`src/rtl/fetch_queue_if.sv`:
```
// Fetch-queue bus bundle: redirect input from EX, instruction-memory
// request/response channel, and decode-side instruction delivery.
//   master : the fetch unit (fetch_queue) -- drives imem_req/imem_addr and
//            the *_de outputs, samples redirect, stall and memory response.
//   slave  : the surrounding pipeline / memory -- the mirror image.
interface fetch_queue_if;
  logic        NextPCSrc;
  logic [31:0] Adress;
  logic        stall_de;
  logic        imem_req;
  logic [31:0] imem_addr;
  logic        imem_rvalid;
  logic [31:0] imem_rdata;
  logic        valid_de;
  logic [31:0] inst_de;
  logic [31:0] pc_de;
  logic [31:0] pcInc_de;

  modport master (
    input  NextPCSrc, Adress, stall_de, imem_rvalid, imem_rdata,
    output imem_req, imem_addr, valid_de, inst_de, pc_de, pcInc_de
  );

  modport slave (
    output NextPCSrc, Adress, stall_de, imem_rvalid, imem_rdata,
    input  imem_req, imem_addr, valid_de, inst_de, pc_de, pcInc_de
  );
endinterface

```
`src/rtl/fetch_queue.sv`:
```
// fetch_queue: instruction fetch unit with a small instruction queue.
// Issues one instruction-memory request at a time from a fetch PC, queues
// {PC, instruction} responses and presents the queue head to decode.
// A redirect from EX flushes the queue, reloads the fetch PC and discards
// the response of any request still in flight.
// Ports:
//   clk   - clock, rising edge
//   rst_n - asynchronous active-low reset
//   fq    - fetch_queue_if.master (redirect, imem request/response, decode)
// Parameters: RESET_PC (first fetch address), DEPTH (queue entries, 2..8,
// power of two).
// Optional macro FETCH_BYPASS_EN: a response arriving while the queue is
// empty is forwarded to decode in the same cycle.
module fetch_queue #(
  parameter logic [31:0] RESET_PC = 32'h0000_0000,
  parameter int unsigned DEPTH    = 2
) (
  input  logic            clk,
  input  logic            rst_n,
  fetch_queue_if.master   fq
);

  localparam int unsigned AW = (DEPTH > 1) ? $clog2(DEPTH) : 1;
  localparam int unsigned CW = AW + 1;
  localparam logic [31:0] NOP = 32'h0000_0013;

  // IDLE: nothing in flight; WAIT: response pending and wanted;
  // DROP: response pending but stale after a redirect.
  typedef enum logic [1:0] {FS_IDLE, FS_WAIT, FS_DROP} fstate_t;

  fstate_t       state, state_nx;
  logic [31:0]   fetch_pc;
  logic [31:0]   req_pc;
  logic [31:0]   q_inst [DEPTH];
  logic [31:0]   q_pc   [DEPTH];
  logic [AW-1:0] head, tail;
  logic [CW-1:0] count;

  logic issue, accept, push, pop, empty, full;

  assign empty = (count == '0);
  assign full  = (count == CW'(DEPTH));

  // State register
  always_ff @(posedge clk or negedge rst_n) begin
    if (!rst_n) state <= FS_IDLE;
    else        state <= state_nx;
  end

  // Next-state logic. A response arriving together with a redirect still
  // retires the outstanding request, so no drop is needed afterwards.
  always_comb begin
    state_nx = state;
    unique case (state)
      FS_IDLE: if (issue) state_nx = FS_WAIT;
      FS_WAIT: begin
        if (fq.imem_rvalid)    state_nx = FS_IDLE;
        else if (fq.NextPCSrc) state_nx = FS_DROP;
      end
      FS_DROP: if (fq.imem_rvalid) state_nx = FS_IDLE;
      default: state_nx = FS_IDLE;
    endcase
  end

  // Output logic of the request FSM
  always_comb begin
    issue  = rst_n && (state == FS_IDLE) && !full && !fq.NextPCSrc;
    accept = (state == FS_WAIT) && fq.imem_rvalid && !fq.NextPCSrc;
  end

  assign fq.imem_req  = issue;
  assign fq.imem_addr = fetch_pc;

`ifdef FETCH_BYPASS_EN
  // A word forwarded straight to an accepting decode never enters the queue.
  logic bypass;
  assign bypass = empty && accept;
  assign push   = accept && !(bypass && !fq.stall_de);
`else
  assign push   = accept;
`endif
  assign pop = !fq.NextPCSrc && !fq.stall_de && !empty;

  // Fetch PC, request PC, queue pointers and occupancy
  always_ff @(posedge clk or negedge rst_n) begin
    if (!rst_n) begin
      fetch_pc <= RESET_PC;
      req_pc   <= '0;
      head     <= '0;
      tail     <= '0;
      count    <= '0;
    end else begin
      if (fq.NextPCSrc)  fetch_pc <= fq.Adress & 32'hFFFF_FFFC;
      else if (issue)    fetch_pc <= fetch_pc + 32'd4;
      if (issue)         req_pc   <= fetch_pc;

      if (fq.NextPCSrc) begin
        head  <= '0;
        tail  <= '0;
        count <= '0;
      end else begin
        if (push) tail <= tail + AW'(1);
        if (pop)  head <= head + AW'(1);
        if (push && !pop)      count <= count + CW'(1);
        else if (!push && pop) count <= count - CW'(1);
      end
    end
  end

  // Queue storage needs no reset: occupancy qualifies every entry.
  always_ff @(posedge clk) begin
    if (push) begin
      q_inst[tail] <= fq.imem_rdata;
      q_pc[tail]   <= req_pc;
    end
  end

  // Decode-side outputs
  always_comb begin
    fq.valid_de = 1'b0;
    fq.inst_de  = NOP;
    fq.pc_de    = '0;
    fq.pcInc_de = '0;
    if (!empty) begin
      fq.valid_de = 1'b1;
      fq.inst_de  = q_inst[head];
      fq.pc_de    = q_pc[head];
      fq.pcInc_de = q_pc[head] + 32'd4;
    end
`ifdef FETCH_BYPASS_EN
    else if (bypass) begin
      fq.valid_de = 1'b1;
      fq.inst_de  = fq.imem_rdata;
      fq.pc_de    = req_pc;
      fq.pcInc_de = req_pc + 32'd4;
    end
`endif
  end

endmodule

```
`src/flat_wrapper.sv`:
```
// flat-port wrapper written by rule: the top's interface ports become plain ports
module fetch_queue_flat 
#(
  parameter logic [31:0] RESET_PC = 32'h0000_0000,
  parameter int unsigned DEPTH    = 2
)
  (clk, rst_n, fq_NextPCSrc, fq_Adress, fq_stall_de, fq_imem_rvalid, fq_imem_rdata, fq_imem_req, fq_imem_addr, fq_valid_de, fq_inst_de, fq_pc_de, fq_pcInc_de);
  fetch_queue_if fq_i ();
  input  logic clk;
  input  logic rst_n;
  input wire logic [$bits(fq_i.NextPCSrc)-1:0] fq_NextPCSrc;
  input wire logic [$bits(fq_i.Adress)-1:0] fq_Adress;
  input wire logic [$bits(fq_i.stall_de)-1:0] fq_stall_de;
  input wire logic [$bits(fq_i.imem_rvalid)-1:0] fq_imem_rvalid;
  input wire logic [$bits(fq_i.imem_rdata)-1:0] fq_imem_rdata;
  output wire logic [$bits(fq_i.imem_req)-1:0] fq_imem_req;
  output wire logic [$bits(fq_i.imem_addr)-1:0] fq_imem_addr;
  output wire logic [$bits(fq_i.valid_de)-1:0] fq_valid_de;
  output wire logic [$bits(fq_i.inst_de)-1:0] fq_inst_de;
  output wire logic [$bits(fq_i.pc_de)-1:0] fq_pc_de;
  output wire logic [$bits(fq_i.pcInc_de)-1:0] fq_pcInc_de;
  assign fq_i.NextPCSrc = fq_NextPCSrc;
  assign fq_i.Adress = fq_Adress;
  assign fq_i.stall_de = fq_stall_de;
  assign fq_i.imem_rvalid = fq_imem_rvalid;
  assign fq_i.imem_rdata = fq_imem_rdata;
  assign fq_imem_req = fq_i.imem_req;
  assign fq_imem_addr = fq_i.imem_addr;
  assign fq_valid_de = fq_i.valid_de;
  assign fq_inst_de = fq_i.inst_de;
  assign fq_pc_de = fq_i.pc_de;
  assign fq_pcInc_de = fq_i.pcInc_de;
  fetch_queue #(.RESET_PC(RESET_PC), .DEPTH(DEPTH)) u_core (.clk(clk), .rst_n(rst_n), .fq(fq_i));
endmodule
```
`config.mk`:
```
export PLATFORM = sky130hd
export DESIGN_NAME = fetch_queue_flat
export DESIGN_NICKNAME = d
export VERILOG_FILES = /design/src/rtl/fetch_queue_if.sv /design/src/rtl/fetch_queue.sv /design/src/flat_wrapper.sv
export SDC_FILE = /design/constraint.sdc
export NUM_CORES = 1
export LEC_CHECK = 0
export CAP_MARGIN = 15
export CORE_MARGIN = 1
export CORE_UTILIZATION = 51
export DETAILED_ROUTE_END_ITERATION = 10
export GPL_TIMING_DRIVEN = 1
export PLACE_DENSITY_LB_ADDON = 0.1
export SKIP_CTS_REPAIR_TIMING = 1
export SLEW_MARGIN = 40
export SYNTH_ARGS = -nofsm -noshare
export SYNTH_HDL_FRONTEND = slang
export SYNTH_SLANG_ARGS = --single-unit
```
`constraint.sdc`:
```
create_clock -name clk -period 6.7 [get_ports clk]
set_clock_uncertainty 0.2 [all_clocks]
set_input_delay 1.005 -clock clk [delete_from_list [all_inputs] [get_ports clk]]
set_output_delay 1.005 -clock clk [all_outputs]
set_load 0.01 [all_outputs]
```
==> out/metrics.yaml, run 1 <==
outcome: "finished, final reports clean"
final_layout_size_suffix_gt1_share_pct: 9.69
fmax_mhz: 212
slew-limit-headroom_pct: 46.2
synth_area_per_cell_um2: 12.4
synth_edf_count: 124
area_growth_pct: 29.4
cts_buffers: 17
hold_depth: 0
final_cell_count_no_fill: 1143
final_cell_area_um2: 11600
p_per_area_nw_per_um2: 240
placed_cells: 1109
wirelength_um: 19300
layout_commonest_cell: "clkdlybuf4s50_1"
start_util_pct: 52.1
worst_hold_path_type: "register to register"
cts_root_buffer: "clkbuf_16"
grt_pass1_vias: 6001
cts_max_path_buffers: 2
ys_seq_area_share_pct: 59.8
critPathKind: "register to output port"
synth.distinct_cells: 53
layout_common_cells: "clkdlybuf4s50_1 (188), edfxtp_1 (124), nor2_1 (79)"
yosysWarnings: 0
reg2reg_slack_ns: 4.08
critPathCaptureType: "output port"
worstHoldStart: "u_core.req_pc[14]"
ys.flop_type: "edfxtp_1"
placed_cell_area_um2: 11000
wl_per_cell_um: 16.9
synth.cell_area_um2: 8980
postSynth.asyncResetShare_pct: 34.7
slew_violations: 0
holdPathEnd: "u_core.q_pc[0][14]"
htree_levels: 4
drv_cap: 0
ys_ff_latch: 190
dr.pass1.iters: 5
tightest_slew_ns: 0.806
syn_inst: 727
setup_viol: 0
io_buffers: 190
viasPerCell: 5.41
cts_sinks: 190
setup_tns_ns: 0
die-width_um: 135
cts_tree: "built"
die_h_um: 135
grt_use_total_pct: 21.7
power_leakage_nw: 4.10
finalWorstPathRequiredPeriod_ns: 4.72
ant_nets: 0
grt_max_degree: 80
cp_data_required_time_ns: 5.49
core_um2: 17200
path_max_fanout: 20
gp_congestion: 0.809
r2r-start: "u_core.fq.imem_addr[2]"
vdd_drop_max_v: 0.000186
drtIter0Drc: 346
clk_pin_slew_worst_paths_ns: 0.06
grt-ovfl-total: 0
drc: 0
vias: 6179
reg2reg_to: "u_core.fq.imem_addr[22]"
insertedDiodeCount: 0
grt_pass1_wl_um: 30600
io_pins: 199
antenna_found_initial: 0
num_rows: 48
dp_hpwl_um: 13300
dieArea_um2: 18100
final_nets: 976
critPathLaunchType: "register"
r2r_cells: 6
period_share_pct: 70.5
insertion_delay_ns: 0.42
rsz0062_at_grt: "no"
hold_viol: 0
cp.arrival_ns: 3.52
==> worst max path at each step <==
stage / startpoint / end / slack, ns / cells past startpoint
2_1_floorplan: fq_NextPCSrc / u_core.q_inst[0][0] / 0.27 / 3
3_3_place_gp: u_core.head / fq_pcInc_de[30] / 1.91 / 6
3_5_place_dp: u_core.head / fq_pcInc_de[30] / 1.84 / 6
4_1_cts: u_core.head / fq_pcInc_de[30] / 1.38 / 6
5_1_grt: u_core.head / fq_pcInc_de[26] / 1.81 / 8
6_report: u_core.head / fq_pcInc_de[30] / 1.98 / 8
==> critical path, cell delays in order, from the launching register on <==
cell and delay, ns:
dfrtp_4 0.60, mux2_2 0.33, ha_1 0.21, inv_1 0.07, a21oi_1 0.33, nand4_2 0.33
or4_1 0.57, and3_1 0.18, clkdlybuf4s50_1 0.47
==> cell type report <==
cell class	count	area, µm²
Clock buffer	19	433
Clock inverter	13	164
Fill cell	1219	5610
Inverter	10	37.5
Multi-Input combinational cell	489	3370
Sequential cell	190	5380
Tap cell	225	282
Timing Repair Buffer	197	1970
==> Yosys cell counts (4+ instances only) <==
cell type	instances	area [µm²]
buf_2	11	55.1
mux2i_1	57	571
nand3b_1	13	97.6
and2_1	8	50.1
mux2_4	29	435
nand2_1	64	240
nor4_1	10	62.6
and3_1	4	25.0
o21ai_0	28	140
buf_4	7	52.6
xor2_1	10	87.6
clkbuf_1	15	56.3
o31ai_1	5	37.5
nand4_1	13	81.3
nor3_1	19	95.1
o21ai_1	8	40.0
xnor2_1	35	307
a22oi_1	7	52.6
nor2_1	80	300
inv_1	10	37.5
edfxtp_1	124	3720
dfrtp_1	66	1650
a21oi_1	10	50.1
buf_6	7	78.8
nor3b_1	5	37.5
nand3_1	28	140
mux2_2	8	90.1
nand4b_1	4	35.0
==> power by group <==
part	switching [mW]	internal, mW	leakage, nW
registers	0.0871	1.36	1.93
clock network	0.420	0.590	0.285
logic	0.134	0.199	1.88
==> cells by family after synthesis <==
kind of cell               after synthesis  share of synthesized area (%)
other                                    1                         0.0417
AOI/OAI and AO/OA                       72                           4.96
DFF                                    190                           59.8
adders and majority gates                2                          0.279
muxes                                   96                           12.5
xor gates and xnor gates                45                           4.39
buffers and inverters                   53                           3.25
and+or+nand+nor                        268                           14.8
==> stage by stage <==
stage	util [%]	hold WS, ns	power (mW)	setup slack [ns]
2_1_floorplan	-	0.238	1.63	0.266
3_3_place_gp	63.7	0.257	1.78	1.91
3_5_place_dp	63.8	0.264	1.80	1.84
4_1_cts	67.3	0.286	2.81	1.38
5_1_grt	67.5	0.299	2.89	1.81
6_report	67.5	0.283	2.79	1.98
==> state kept, by name, summed over array words and instances, names as in the netlist <==
register / count
u_core.head: 1
u_core.state: 2
u_core.fq.imem_addr: 30
u_core.tail: 1
u_core.q_inst: 64
u_core.count: 2
u_core.q_pc: 60
u_core.req_pc: 30
==> metal layers <==
| layer | wire length, µm | vias to the layer above | GRT usage, % | part of all wire, % |
|---|---|---|---|---|
| li1 | - | 2985 | - | - |
| met3 | 1100 | 29 | 3.75 | 5.7 |
| met4 | 415 | 0 | 7.80 | 2.2 |
| met1 | 8830 | 2946 | 29.9 | 46 |
| met5 | 0 | - | 0 | 0 |
| met2 | 8940 | 219 | 34.6 | 46 |
Power figures use the tool's default switching activity.
==> inputs of run 2 (changes only) <==
==> constraint.sdc (replaced) <==
create_clock -name clk -period 4.8 [get_ports clk]
set_clock_uncertainty 0.2 [all_clocks]
set_input_delay 0.72 -clock clk [delete_from_list [all_inputs] [get_ports clk]]
set_output_delay 0.72 -clock clk [all_outputs]
set_load 0.01 [all_outputs]
==> out/metrics.yaml, run 2 (synthesis gave the netlist of run 1 again) <==
setup_viol: 0  # unchanged
slew_violations: 0  # unchanged
hold_viol: 0  # unchanged
grt_pass1_wl_um: 31000  # +1.4%
drtIter0Drc: 421  # +22%
gp_congestion: 0.815  # +0.63%
reg_top3: "u_core.q_inst x64, u_core.q_pc x60"
finalWorstPathRequiredPeriod_ns: 4.49
regMostFlops: "u_core.q_inst"
critPathLaunchType: "register"
drc: 0  # unchanged
drv_cap: 0  # unchanged
area_growth_pct: 29.6
cts_tree: "built"
placed_cells: 1115  # +0.54%
final_cell_count_no_fill: 1150  # +0.61%
viasPerCell: 5.41  # about the same
setup_tns_ns: 0  # unchanged
grt_max_degree: 70  # -13%
htree_levels: 4  # unchanged
cp.arrival_ns: 3.57  # +0.05 ns
vias: 6220  # +0.66%
total_power_mw: 3.85  # +38%
clockPowerShare_pct: 35.4  # -0.9 points
power_leakage_nw: 4.11  # +0.24%
io_buffers: 190  # unchanged
start_util_pct: 52.1  # unchanged
die_h_um: 135  # unchanged
placed_cell_area_um2: 11000  # +0.39%
die-width_um: 135  # unchanged
largest_reg_flops: 64  # unchanged
combPwrFrac_pct: 12.1  # +0.2 points
io_pins: 199  # unchanged
ant_nets: 0  # unchanged
rsz0062_at_grt: "no"
tightest_slew_ns: 0.589  # -0.217 ns
cts_buffers: 17  # unchanged
p_per_area_nw_per_um2: 330  # +38%
whs_ns: 0.218  # -0.0650 ns
period_share_pct: 93.5
cts_root_buffer: "clkbuf_16"
dp_hpwl_um: 13700  # +2.7%
wirelength_um: 19700  # +2.2%
sw_frac_of_total_pct: 23.5  # +0.52 points
dieArea_um2: 18100  # unchanged
grt-ovfl-total: 0  # unchanged
cts_sinks: 190  # unchanged
core_um2: 17200  # unchanged
fillers: 1231  # +0.98%
dr.pass1.iters: 5  # unchanged
num_rows: 48  # unchanged
insertion_delay_ns: 0.43  # about the same
clk_pin_slew_worst_paths_ns: 0.07  # about the same
p_switching_mw: 0.905  # +41%
final_nets: 983  # +0.72%
wl_per_cell_um: 17.1  # +1.6%
antenna_found_initial: 0  # unchanged
intPower_mw: 2.94  # +37%
cp_data_required_time_ns: 3.88  # -1.61 ns
cts_max_path_buffers: 2  # unchanged
outcome: "finished, final reports clean"
seqPwrFrac_pct: 52.4  # +0.6 points
insertedDiodeCount: 0  # unchanged
vdd_drop_max_v: 0.000281  # +52%
final_cell_area_um2: 11600  # +0.13%
final_layout_size_suffix_gt1_share_pct: 10.2  # +0.47 points
grt_use_total_pct: 22.0  # +0.35 points
worst_hold_path_type: "input port to asynchronous set/reset pin"
layout_common_cells: "clkdlybuf4s50_1 (188), edfxtp_1 (124), nor2_1 (79)"
fmax_mhz: 223
critPathCaptureType: "output port"
layout_commonest_cell: "clkdlybuf4s50_1"
path_max_fanout: 38  # +90%
critPathKind: "register to output port"
grt_pass1_vias: 5981  # -0.33%
slew-limit-headroom_pct: 59.6  # +13 points
[run 2: cell types whose count changed in the layout (fill, tap and decap cells not counted), sizes merged]
cell / change
bufinv: -1
buf: +8
[run 2: path summary, 6_finish.rpt]
path | start | endpoint | slack, ns | cells after the start
setup / recovery | u_core.head | fq_pcInc_de[30] | 0.31 | 8
hold / removal | rst_n | u_core.fq.imem_addr[27] | 0.22 | 2
setup reg to reg | u_core.fq.imem_addr[2] | u_core.fq.imem_addr[22] | 2.16 | 6
hold reg to reg | u_core.req_pc[18] | u_core.q_pc[0][18] | 0.28 | 0
max in group asynchronous | rst_n | u_core.head | 3.66 | 2
min in group clk | u_core.req_pc[18] | u_core.q_pc[0][18] | 0.28 | 0
[run 2: worst max-delay path, stage by stage, from the launching register on]
cell,delay [ns]
dfrtp_4,0.65
mux2_2,0.33
ha_1,0.22
inv_1,0.07
a21oi_1,0.34
nand4_2,0.33
or4_1,0.56
and3_1,0.18
clkdlybuf4s50_1,0.47
[run 2: final cells by class]
class / count / area [µm²] / area share, %
Sequential cell: 190 / 5380 / 46.2
Multi-Input combinational cell: 489 / 3370 / 28.9
Timing Repair Buffer: 204 / 2010 / 17.2
Clock buffer: 20 / 437 / 3.75
Tap cell: 225 / 282 / 2.42
Clock inverter: 12 / 135 / 1.16
Inverter: 10 / 37.5 / 0.322
[run 2: per-stage QoR]
stage          setup slack (ns)  util, %
6_report                  0.310     67.6
5_1_grt                  0.0685     67.6
3_3_place_gp              0.748     64.0
3_5_place_dp              0.660     64.0
4_1_cts                   0.185     67.4
2_1_floorplan             0.548        -
[run 2: power by group through the flow]
stage,clock [mW],combinational [mW],sequential [mW]
final,1.36,0.466,2.02
after global routing,1.44,0.503,2.03
after detailed placement,0,0.465,2.05
after CTS,1.39,0.469,2.02
after global placement,0,0.453,2.04
after floorplan,0,0.264,2.01
[run 2: per-layer routing]
layer / GRT usage (%) / vias to the layer above / wire length (µm)
li1: - / 3012 / -
met1: 30.0 / 2985 / 8960
met2: 35.8 / 204 / 9540
met3: 3.49 / 19 / 959
met5: 0 / - / 0
met4: 7.93 / 0 / 229
